--- src/rtl/pc_sequencer.sv ---
// -----------------------------------------------------------------------------
// pc_sequencer
//
// Multi-cycle control FSM for a 32-bit processor. It owns the program counter
// and walks each instruction through FETCH -> DECODE -> EXECUTE -> [MEM] -> WB.
// Every phase change is an explicit state transition on clk; there is no
// derived or divided clock anywhere in the sequencer.
//
// The memory handshakes are request/ack. A request that waits MEM_TIMEOUT
// cycles without an ack puts the sequencer into the terminal FAULT state.
//
// Ports:
//   clk        system clock; all state changes on its rising edge
//   start      asynchronous active-high reset
//   halt       stop after the current instruction (sampled only in WB)
//   imem_ack   instruction memory ack; the instruction word is valid this cycle
//   imem_req   instruction fetch request; the address is pc
//   ir_load    one-cycle pulse: capture the instruction word into IR
//   is_mem     decoded flag: the instruction uses data memory (sampled in EXECUTE)
//   br_taken   branch/jump taken (sampled in EXECUTE)
//   br_target  branch/jump target (sampled in EXECUTE; low two bits dropped)
//   dmem_req   data memory request
//   dmem_ack   data memory ack
//   reg_we     one-cycle register-file write enable pulse
//   pc         current program counter
//   state      FSM state code
//   instr_cnt  retired instruction count (wraps)
//   fault      sticky memory-timeout flag
// -----------------------------------------------------------------------------
module pc_sequencer #(
  parameter int unsigned       ADDR_W      = 32,
  parameter logic [ADDR_W-1:0] RESET_VEC   = '0,
  parameter int unsigned       MEM_TIMEOUT = 15
) (
  input  logic              clk,
  input  logic              start,
  input  logic              halt,
  input  logic              imem_ack,
  output logic              imem_req,
  output logic              ir_load,
  input  logic              is_mem,
  input  logic              br_taken,
  input  logic [ADDR_W-1:0] br_target,
  output logic              dmem_req,
  input  logic              dmem_ack,
  output logic              reg_we,
  output logic [ADDR_W-1:0] pc,
  output logic [2:0]        state,
  output logic [31:0]       instr_cnt,
  output logic              fault
);

  typedef enum logic [2:0] {
    S_FETCH   = 3'd0,
    S_DECODE  = 3'd1,
    S_EXECUTE = 3'd2,
    S_MEM     = 3'd3,
    S_WB      = 3'd4,
    S_HALTED  = 3'd5,
    S_FAULT   = 3'd6
  } state_e;

  localparam int unsigned       CNT_W       = $clog2(MEM_TIMEOUT + 1);
  localparam logic [CNT_W-1:0]  TIMEOUT_CNT = CNT_W'(MEM_TIMEOUT);
  localparam logic [ADDR_W-1:0] PC_STEP     = ADDR_W'(4);
  // Clearing the two low bits keeps branch targets word aligned while still
  // consuming every bit of br_target.
  localparam logic [ADDR_W-1:0] ALIGN_MASK  = ~ADDR_W'(3);

  state_e            state_q, state_d;
  logic [CNT_W-1:0]  wait_cnt_q, wait_cnt_d;
  logic [CNT_W-1:0]  wait_inc;
  logic [ADDR_W-1:0] pc_q, pc_d;
  logic [ADDR_W-1:0] next_pc_q, next_pc_d;
  logic [31:0]       instr_cnt_q, instr_cnt_d;
  logic              fault_q, fault_d;

  assign wait_inc = wait_cnt_q + CNT_W'(1);

  // ---------------------------------------------------------------------------
  // State register (with the request wait counter)
  // ---------------------------------------------------------------------------
  // NOTE: sequential state uses non-blocking assignments so every flop samples
  // the values that were current before the edge, whatever the statement order.
  always_ff @(posedge clk or posedge start) begin
    if (start) begin
      state_q    <= S_FETCH;
      wait_cnt_q <= '0;
    end else begin
      state_q    <= state_d;
      wait_cnt_q <= wait_cnt_d;
    end
  end

  // ---------------------------------------------------------------------------
  // Next-state logic
  // ---------------------------------------------------------------------------
  // NOTE: every signal written here gets a default first; a path that leaves a
  // signal unassigned would otherwise infer a latch.
  always_comb begin
    state_d    = state_q;
    wait_cnt_d = wait_cnt_q;
    case (state_q)
      S_FETCH: begin
        if (imem_ack) begin
          state_d    = S_DECODE;
          wait_cnt_d = '0;
        end else if (wait_inc == TIMEOUT_CNT) begin
          state_d    = S_FAULT;
          wait_cnt_d = '0;
        end else begin
          wait_cnt_d = wait_inc;
        end
      end
      S_DECODE:  state_d = S_EXECUTE;
      S_EXECUTE: state_d = is_mem ? S_MEM : S_WB;
      // Only dmem_ack counts here; a stray imem_ack is ignored.
      S_MEM: begin
        if (dmem_ack) begin
          state_d    = S_WB;
          wait_cnt_d = '0;
        end else if (wait_inc == TIMEOUT_CNT) begin
          state_d    = S_FAULT;
          wait_cnt_d = '0;
        end else begin
          wait_cnt_d = wait_inc;
        end
      end
      S_WB:      state_d = halt ? S_HALTED : S_FETCH;
      S_HALTED:  state_d = S_HALTED;
      S_FAULT:   state_d = S_FAULT;
      // Code 7 cannot be reached by design; treat it as a fault if it is.
      default:   state_d = S_FAULT;
    endcase
  end

  // ---------------------------------------------------------------------------
  // Datapath registers: pc, the pending next pc, the retire count, fault flag
  // ---------------------------------------------------------------------------
  always_comb begin
    pc_d        = pc_q;
    next_pc_d   = next_pc_q;
    instr_cnt_d = instr_cnt_q;
    fault_d     = fault_q | (state_d == S_FAULT);

    // The successor address is latched in EXECUTE but committed only in WB,
    // so pc stays stable for the whole instruction.
    if (state_q == S_EXECUTE) begin
      next_pc_d = br_taken ? (br_target & ALIGN_MASK) : (pc_q + PC_STEP);
    end
    if (state_q == S_WB) begin
      pc_d        = next_pc_q;
      instr_cnt_d = instr_cnt_q + 32'd1;
    end
  end

  always_ff @(posedge clk or posedge start) begin
    if (start) begin
      pc_q        <= RESET_VEC;
      next_pc_q   <= RESET_VEC;
      instr_cnt_q <= '0;
      fault_q     <= 1'b0;
    end else begin
      pc_q        <= pc_d;
      next_pc_q   <= next_pc_d;
      instr_cnt_q <= instr_cnt_d;
      fault_q     <= fault_d;
    end
  end

  // ---------------------------------------------------------------------------
  // Output decode (Moore, except ir_load which also needs the ack)
  // ---------------------------------------------------------------------------
  always_comb begin
    imem_req = 1'b0;
    dmem_req = 1'b0;
    reg_we   = 1'b0;
    case (state_q)
      // Held off while reset is asserted; follows the state once released.
      S_FETCH: imem_req = ~start;
      S_MEM:   dmem_req = 1'b1;
      S_WB:    reg_we   = 1'b1;
      default: ;
    endcase
    ir_load = imem_req & imem_ack;
  end

  assign pc        = pc_q;
  assign state     = state_q;
  assign instr_cnt = instr_cnt_q;
  assign fault     = fault_q;

endmodule

--- config.mk ---
export PLATFORM = sky130hd
export DESIGN_NAME = pc_sequencer
export DESIGN_NICKNAME = d
export VERILOG_FILES = /design/src/rtl/pc_sequencer.sv
export SDC_FILE = /design/constraint.sdc
export NUM_CORES = 1
export LEC_CHECK = 0
export ABC_AREA = 1
export BUFFER_PORTS_ARGS = -buffer_cell sky130_fd_sc_hd__buf_4
export CAP_MARGIN = 20
export CELL_PAD_IN_SITES_DETAIL_PLACEMENT = 1
export CELL_PAD_IN_SITES_GLOBAL_PLACEMENT = 2
export CORE_ASPECT_RATIO = 0.8
export CORE_MARGIN = 2
export CORE_UTILIZATION = 32
export CTS_BUF_LIST = sky130_fd_sc_hd__clkbuf_4
export DETAILED_ROUTE_END_ITERATION = 12
export MAX_ROUTING_LAYER = met4
export PLACE_DENSITY = 0.79
export SYNTH_ARGS = -nofsm -noshare
export SYNTH_HDL_FRONTEND = slang
export SYNTH_SLANG_ARGS = --single-unit
export TNS_END_PERCENT = 50
--- constraint.sdc ---
create_clock -name clk -period 3.7 [get_ports clk]
set_input_delay 0.37 -clock clk [delete_from_list [all_inputs] [get_ports clk]]
set_output_delay 0.37 -clock clk [all_outputs]
set_load 0.02 [all_outputs]
== Yosys cells after proc, flatten, opt, wreduce, memory -nomap -nowiden ==
Cells that the tools add are included.

* Bits in registers: 104
* Bits in latches: 0
* Bits in writable memories: 0
* Bits in read-only memories: 0
* Input bits: 39
* Output and inout port bits: 72
* Logic and storage cells: 35
* Memories kept: 0

* $add $sub $neg: 3
* $mul: 0
* Divide/modulo/power cells: 0
* Magnitude comparators: 0
* Equality and inequality tests: 7
* Shifts and indexed selects: 0
* Mux-type cells: 14
* Bitwise gates (word level): 3
* Reduce and logical (&&, ||, !) cells: 2

{| class="wikitable"
|+ Operators with widths
! operator !! count
|-
| adder 32 x 1 -> 32 bit, second input constant || 1
|-
| adder 32 x 3 -> 32 bit, second input constant || 1
|-
| two-way mux 32 bit || 1
|-
| one-hot mux 3 bit (6 select lines) || 1
|-
| two-way mux 3 bit || 5
|-
| two-way mux 4 bit || 3
|-
| == test 3 bit, second input constant || 3
|-
| one-hot mux 4 bit (2 select lines) || 1
|-
| == test 3 x 2 -> 1 bit, second input constant || 2
|-
| adder 4 x 1 -> 4 bit, second input constant || 1
|-
| == test 4 bit, second input constant || 1
|-
| == test 3 x 1 -> 1 bit, second input constant || 1
|-
| logical NOT 3 bit || 1
|-
| two-way mux 1 bit || 3
|-
| nonzero test 2 bit || 1
|-
| AND 1 bit || 1
|-
| inverter 1 bit || 1
|-
| bitwise OR 1 bit || 1
|}

== Longest topological paths before layout ==
Gate-level depths: netlist of the first run.

* Word-level depth: 7
* Mapped depth: 11

== Worst setup path before layout of the first run ==
OpenSTA, ideal clock, no wires.

* Path type: reg2out
* Start: register state_q[0] (netlist: state[0])
* End: output ir_load
* Data arrival time: 1.390 ns
* Data required time: 3.330 ns
* Setup slack: 1.940 ns
* Stages on the path, launching flop included: 4
* Path buffers: 0
* Cells stage by stage: dfrtp_1 nor2_2 nand2_1 nor3b_1

* Longest elaborated chain between the ends: 3

{| class="wikitable"
|+ RTL lines
! what !! line !! RTL
|-
| start, declared || 70 || <nowiki>state_e state_q, state_d;</nowiki>
|-
| start signal, assigned || 90 || <nowiki>state_q <= state_d;</nowiki>
|-
| logical NOT 3 bit || 178 || <nowiki>case (state_q)</nowiki>
|-
| two-way mux 1 bit || 178 ||
|-
| AND 1 bit || 185 || <nowiki>ir_load = imem_req & imem_ack;</nowiki>
|-
| end, declared || 40 || <nowiki>output logic ir_load,</nowiki>
|}

No other way between the ends.

== Worst setup path in the final report of the first run ==
* Start: register state_q[0] (netlist: state[0])
* End: output reg_we

* Longest elaborated chain between the ends: 2

{| class="wikitable"
|+ RTL lines
! what !! line !! RTL
|-
| == test 3 bit || 178 ||
|-
| two-way mux 1 bit || 178 ||
|-
| end, declared || 46 || <nowiki>output logic reg_we,</nowiki>
|}

No other way between the ends.

==> metrics, run 1 <==
status finished, final reports clean; Worst Slack Setup Final 1030 ps; CTS Buffer Depth 2; DRT iter0 DRCs 294; Async SR Flop Fraction 100%; Crit. End Element primary output; Mean Syn Cell Area 7.11 um^2; Slew @ Worst Pin 985 ps; commonest register cell after synthesis dfrtp_1; Synth area leader dfrtp_1; clock share of power 32.9%; hold_ws 142 ps; post-synthesis cell area 5950 um^2; sw frac 25.0%; post-route total power between 1.5 and 2 mW; wire per inst 15.6 um; vias per std cell 4.72; Rel. slew slack approximately 34%; Setup Fix Bufs, Post-CTS 0; CTS clk-pin slew, worst paths 160 ps; combinational power share 5.2%; Synth Warn # 0; post-synth net total 880; synthesized instance count ~840; Commonest cells post-synth 308 x nand2_1, 118 x nor2_1, 104 x dfrtp_1; CTS root buffer clkbuf_4; EDFF count, synth 0; Final Max Slew Viols 0; register area share after synthesis 43.7%; area grow syn2layout 20.6%; Worst Path Max Fanout 50; Final Setup Violations 0; Chip Width 156 um; worst endpoint required time 3330 ps; Sw Pwr 0.462 mW; H-tree depth 3; Initial Utilization between 30% and 40%; Critical Path Source Type flip-flop; synth unique cells 38; Clock Sinks approximately 100; Cell Rows 44; GRT Util Overall 20.2%; Pleak 3.36 nW; CTS Buf Count 9; Max-Cap Viols 0; Initial DRT Pass Iterations 4; VDD IR-drop max 0.128 mV; Post-route DRC 0; dpl cells 1158; grt ovf 0; gpl congestion between 0.8 and 0.9; fillers roughly 2300; Final ANT Viol Nets 0; critical path class reg -> out; Top Ports 111; PostCTS Resize Cnt 0; part of the power in registers 61.9%; crit path DAT approximately 2300 ps; Final Hold Viols 0; RSZ-0062 raised after global routing false; PD cells 257 nW/um^2; most frequent cell after synthesis nand2_1; Multi-input gate area 2960 um^2; setup TNS 0 ps; top cells by area, synth dfrtp_1 44%, nand2_1 19%, nor2_1 7.4%; clk_skew 20.2 ps; vias in the first global route roughly 5700; min Tclk post-route 2670 ps; share of layout cells above drive strength 1 17.0%; CTS tree yes; final design utilization 39.5%; Int Power around 1.4 mW; fin cells 1178; Clock Latency Late Sink 480 ps; dpl ws 1500 ps; first-pass GRT wire length 30400 um; input/output buffers 108; Core ar. 18200 um^2; largest net degree at the start of global routing just under 80; hold crit path type in -> reg; Final Instance Area roughly 7200 um^2; Nets ~990; Placement Cell Area between 6000 and 7000 um^2; Register Area between 2000 and 3000 um^2; Post-DP HPWL roughly 14000 um; Synth Register Bits 104; Max Fclk 0.375 GHz; Yosys top cell area share 43.7%; Routed Wire Length 18400 um; via count 5564; die area 19700 um^2; Die Ht 126 um; antenna violations before repair 1; fin crit share 72.1%
-- area by class of cell --
| class | count | share of cell area, % |
|---|---|---|
| multi-input combinational | 634 | 41.2 |
| sequential | 104 | 36.2 |
| timing repair buffer | 115 | 12.6 |
| inverter | 78 | 4.11 |
| tap | 230 | 4.01 |
| clock buffer | 9 | 0.941 |
| clock inverter | 6 | 0.837 |
| antenna | 2 | 0.0697 |
-- flip-flops by register name, indices dropped and copies added, names as in the netlist --
name,count
instr_cnt,32
fault,1
next_pc_q,32
wait_cnt_q,4
state,3
pc,32
-- critical path, cell delays in order, from the launching register on --
cell	delay [ps]
dfrtp_1	490
nor2_2	230
nand2_4	380
inv_2	490
buf_4	230
-- timing repair --
action / 4_1_cts / 5_1_grt
endpoints found under the setup margin: 0 / 0
endpoints found under the hold margin: 0 / 17
hold buffers: 0 / 1
-- kinds of logic (layout without fill, tap and decap cells) --
family | Yosys count | after routing | share of synthesized area, %
compound gates | 77 | 77 | 7.21
xor+xnor | 20 | 20 | 2.94
fa+ha+maj | 4 | 4 | 0.841
buf+inv | 99 | 208 | 6.62
flops | 104 | 104 | 43.7
other cells | 0 | 2 | 0
simple gates | 533 | 533 | 38.7
-- final timing paths --
path | from | end | slack, ps | cells past startpoint
min in group asynchronous | start | wait_cnt_q[2] | 390 | 3
min reg2reg | fault | fault | 480 | 2
min | br_target[2] | next_pc_q[2] | 140 | 3
max reg2reg | state[0] | instr_cnt[31] | 1500 | 8
max in group asynchronous | start | pc[17] | 2500 | 5
max | state[0] | reg_we | 1030 | 4
-- power groups by stage --
| stage | sequential, mW | combinational [mW] | clock (mW) |
|---|---|---|---|
| floorplan | 1.16 | 0.0414 | 0 |
| global placement | 1.16 | 0.0911 | 0 |
| detailed placement | 1.16 | 0.0912 | 0 |
| CTS | 1.14 | 0.0918 | 0.635 |
| global route | 1.14 | 0.109 | 0.692 |
| finish | 1.14 | 0.0965 | 0.608 |
-- routing by layer --
metal | wire, um | GRT usage [%]
met3 | 727 | 3.82
met2 | 7560 | 28.5
met1 | 9910 | 30.3
met5 | 0 | -
met4 | 170 | 3.94
-- placed cells by master (no fill, tap or decap), drive strengths merged --
master and count:
dlygate4sd3 1, o31ai 1, nand2 314, o21ai 44, a211oi 1, ha 4
diode 2, o211ai 1, nor3 2, nor2 134, nand3b 12, o21bai 1
nand4 11, nor4 1, buf 114, xor2 9, xnor2 11, o22ai 3
or2 3, inv 79, nor3b 1, a22oi 6, clkinv 4, nand3 55
o2111ai 1, a21boi 3, dfrtp 104, clkbuf 9, bufinv 1, a21oi 16
Note: power is estimated with default switching activity, not from simulation.
==> run 2, diff against run 1 <==
Clock period 3.7 ns to 2.6 ns, I/O delays scaled along.
==> metrics, run 2 (synthesized netlist as in run 1, its figures left out) <==
Clock Sinks 104 (unchanged); CP Depth 5 (+1); VDD IR-drop max 0.198 mV (+55%); Top Ports 111 (unchanged); commonest cells after routing, fill and taps aside 308 x nand2_1, 118 x nor2_1, 112 x buf_4; CTS root buffer clkbuf_4; dpl cells 1162 (+0.35%); reg2reg path depth 10 (+2); part of the power in registers 59.6% (-2.3 points); min Tclk post-route between 2000 and 2500 ps; clock share of power 35.3% (+2.4 points); post-route total power 2.73 mW (+48%); Post-route DRC 0 (unchanged); hold crit path type in -> reg; Chip Width 156 um (unchanged); Final Hold Viols 0 (unchanged); CP top delay family buffers and inverters; Core ar. 18200 um^2 (unchanged); die area 19700 um^2 (unchanged); input/output buffers 108 (unchanged); Sw Pwr 0.661 mW (+43%); Die Ht 126 um (unchanged); Critical Path Source Type flip-flop; first-pass GRT wire length 30600 um (+0.70%); DRT iter0 DRCs 268 (-8.8%); grt ovf 0 (unchanged); Crit. End Element primary output; max incr delay on CP 520 ps (+30 ps); R2R setup slack 650 ps (-850 ps); wire per inst 15.7 um (+0.44%); CTS Buffer Depth 2 (unchanged); Post-DP HPWL 14200 um (+3.8%); crit path DAT 2100 ps (-200 ps); largest net degree at the start of global routing 45 (-42%); share of layout cells above drive strength 1 17.2% (+0.14 points); worst endpoint required time 2340 ps (-990 ps); final design utilization 39.9% (+0.40 points); Nets 989 (+0.41%); clk_skew 11.7 ps (-8.54 ps); vias per std cell 4.77 (+0.95%); Setup Fix Bufs, Post-CTS 0 (unchanged); antenna violations before repair 1 (unchanged); Final Max Slew Viols 0 (unchanged); CTS Buf Count 9 (unchanged); Cell Rows 44 (unchanged); fin cells 1182 (+0.34%); Initial DRT Pass Iterations 4 (unchanged); combinational power share 5.1% (about the same); area grow syn2layout 21.8%; Final Setup Violations 0 (unchanged); Pleak 3.38 nW (+0.70%); Slew @ Worst Pin 773 ps (-213 ps); gpl congestion 0.833 (+3.3%); fin crit share between 90 and 100%; via count 5636 (+1.3%); commonest non-fill, non-tap cell in the layout nand2_1; RR Endpoint next_pc_q[30]; Rel. slew slack 48.4% (+14 points); Initial Utilization 32.8% (unchanged); critical path class reg -> out; fillers 2345 (+0.13%); destination of the critical timing path reg_we; crit path buf inv count 3 (+1); Max-Cap Viols 0 (unchanged); Routed Wire Length 18500 um (+0.78%); Worst Path Max Fanout 24 (-52%); CTS clk-pin slew, worst paths 170 ps (about the same); Final ANT Viol Nets 0 (unchanged); worst r2r src pc[2]; H-tree depth 3 (unchanged); setup TNS 0 ps (unchanged); Clock Latency Late Sink 480 ps (about the same); CTS tree yes; beginning of the critical path state[0]; Max Fclk 0.424 GHz; Int Power 2.07 mW (+49%); GRT Util Overall 20.4% (+0.15 points); RSZ-0062 raised after global routing false; crit-path cells nor2_2, nand2_4, clkinv_2, buf_12, buf_4; vias in the first global route 5623 (-1.8%); sw frac 24.2% (-0.76 points); status finished, final reports clean; PD cells 376 nW/um^2 (+46%); crit path max-delay cell type dfrtp_1
[run 2: repair_timing]
item,CTS,global route
setup endpoints to repair,0,1
hold endpoints to repair,30,0
hold buffers,3,0
gates resized for setup,0,1
[run 2: worst min path at each step]
stage / start / end / slack, ps / cells past startpoint
6_report: br_target[9] / next_pc_q[9] / 50 / 3
5_1_grt: br_target[9] / next_pc_q[9] / 10 / 3
4_1_cts: br_target[9] / next_pc_q[9] / 10 / 3
3_5_place_dp: start / state[0] / 450 / 2
3_3_place_gp: start / state[0] / 450 / 2
2_1_floorplan: br_target[2] / next_pc_q[2] / 410 / 2
[run 2: metrics by stage]
stage | instance area, um^2 | hold slack (ps) | setup WS, ps
after global placement | 7060 | 449 | 688
after floorplan | 5960 | 415 | 950
after detailed placement | 7060 | 454 | 697
after CTS | 7250 | 12.0 | 145
after global routing | 7250 | 11.5 | 35.0
final | 7250 | 54.7 | 242
[run 2: worst min-delay path: stages]
cell,delay [ps]
buf_4,70
o21ai_0,60
o22ai_1,110
[run 2: area by class of cell]
| class | instances | area [um^2] | share of cell area [%] |
|---|---|---|---|
| diodes | 2 | 5.00 | 0.0690 |
| clock inverters | 6 | 85.1 | 1.17 |
| multi-input cells | 634 | 2960 | 40.8 |
| inverters | 78 | 298 | 4.11 |
| repair buffers | 119 | 951 | 13.1 |
| clock buffers | 9 | 67.6 | 0.932 |
| well taps | 230 | 288 | 3.97 |
| flip-flops and latches | 104 | 2600 | 35.9 |
[run 2: power groups by stage]
stage | Sequential, mW | Clock, mW | Combinational (mW)
global placement | 1.66 | 0 | 0.139
CTS | 1.63 | 1.00 | 0.144
floorplan | 1.66 | 0 | 0.0593
detailed placement | 1.66 | 0 | 0.139
global route | 1.63 | 1.06 | 0.158
finish | 1.63 | 0.964 | 0.139
[run 2: layer usage]
layer  vias to the layer above  track usage, %  share of wire [%]
met4                         0            3.89               0.71
met2                        95            27.8                 40
met1                      2679            31.7                 55
met5                         -               -                  0
met3                         9            3.17                3.6
li1                       2853               -                  -
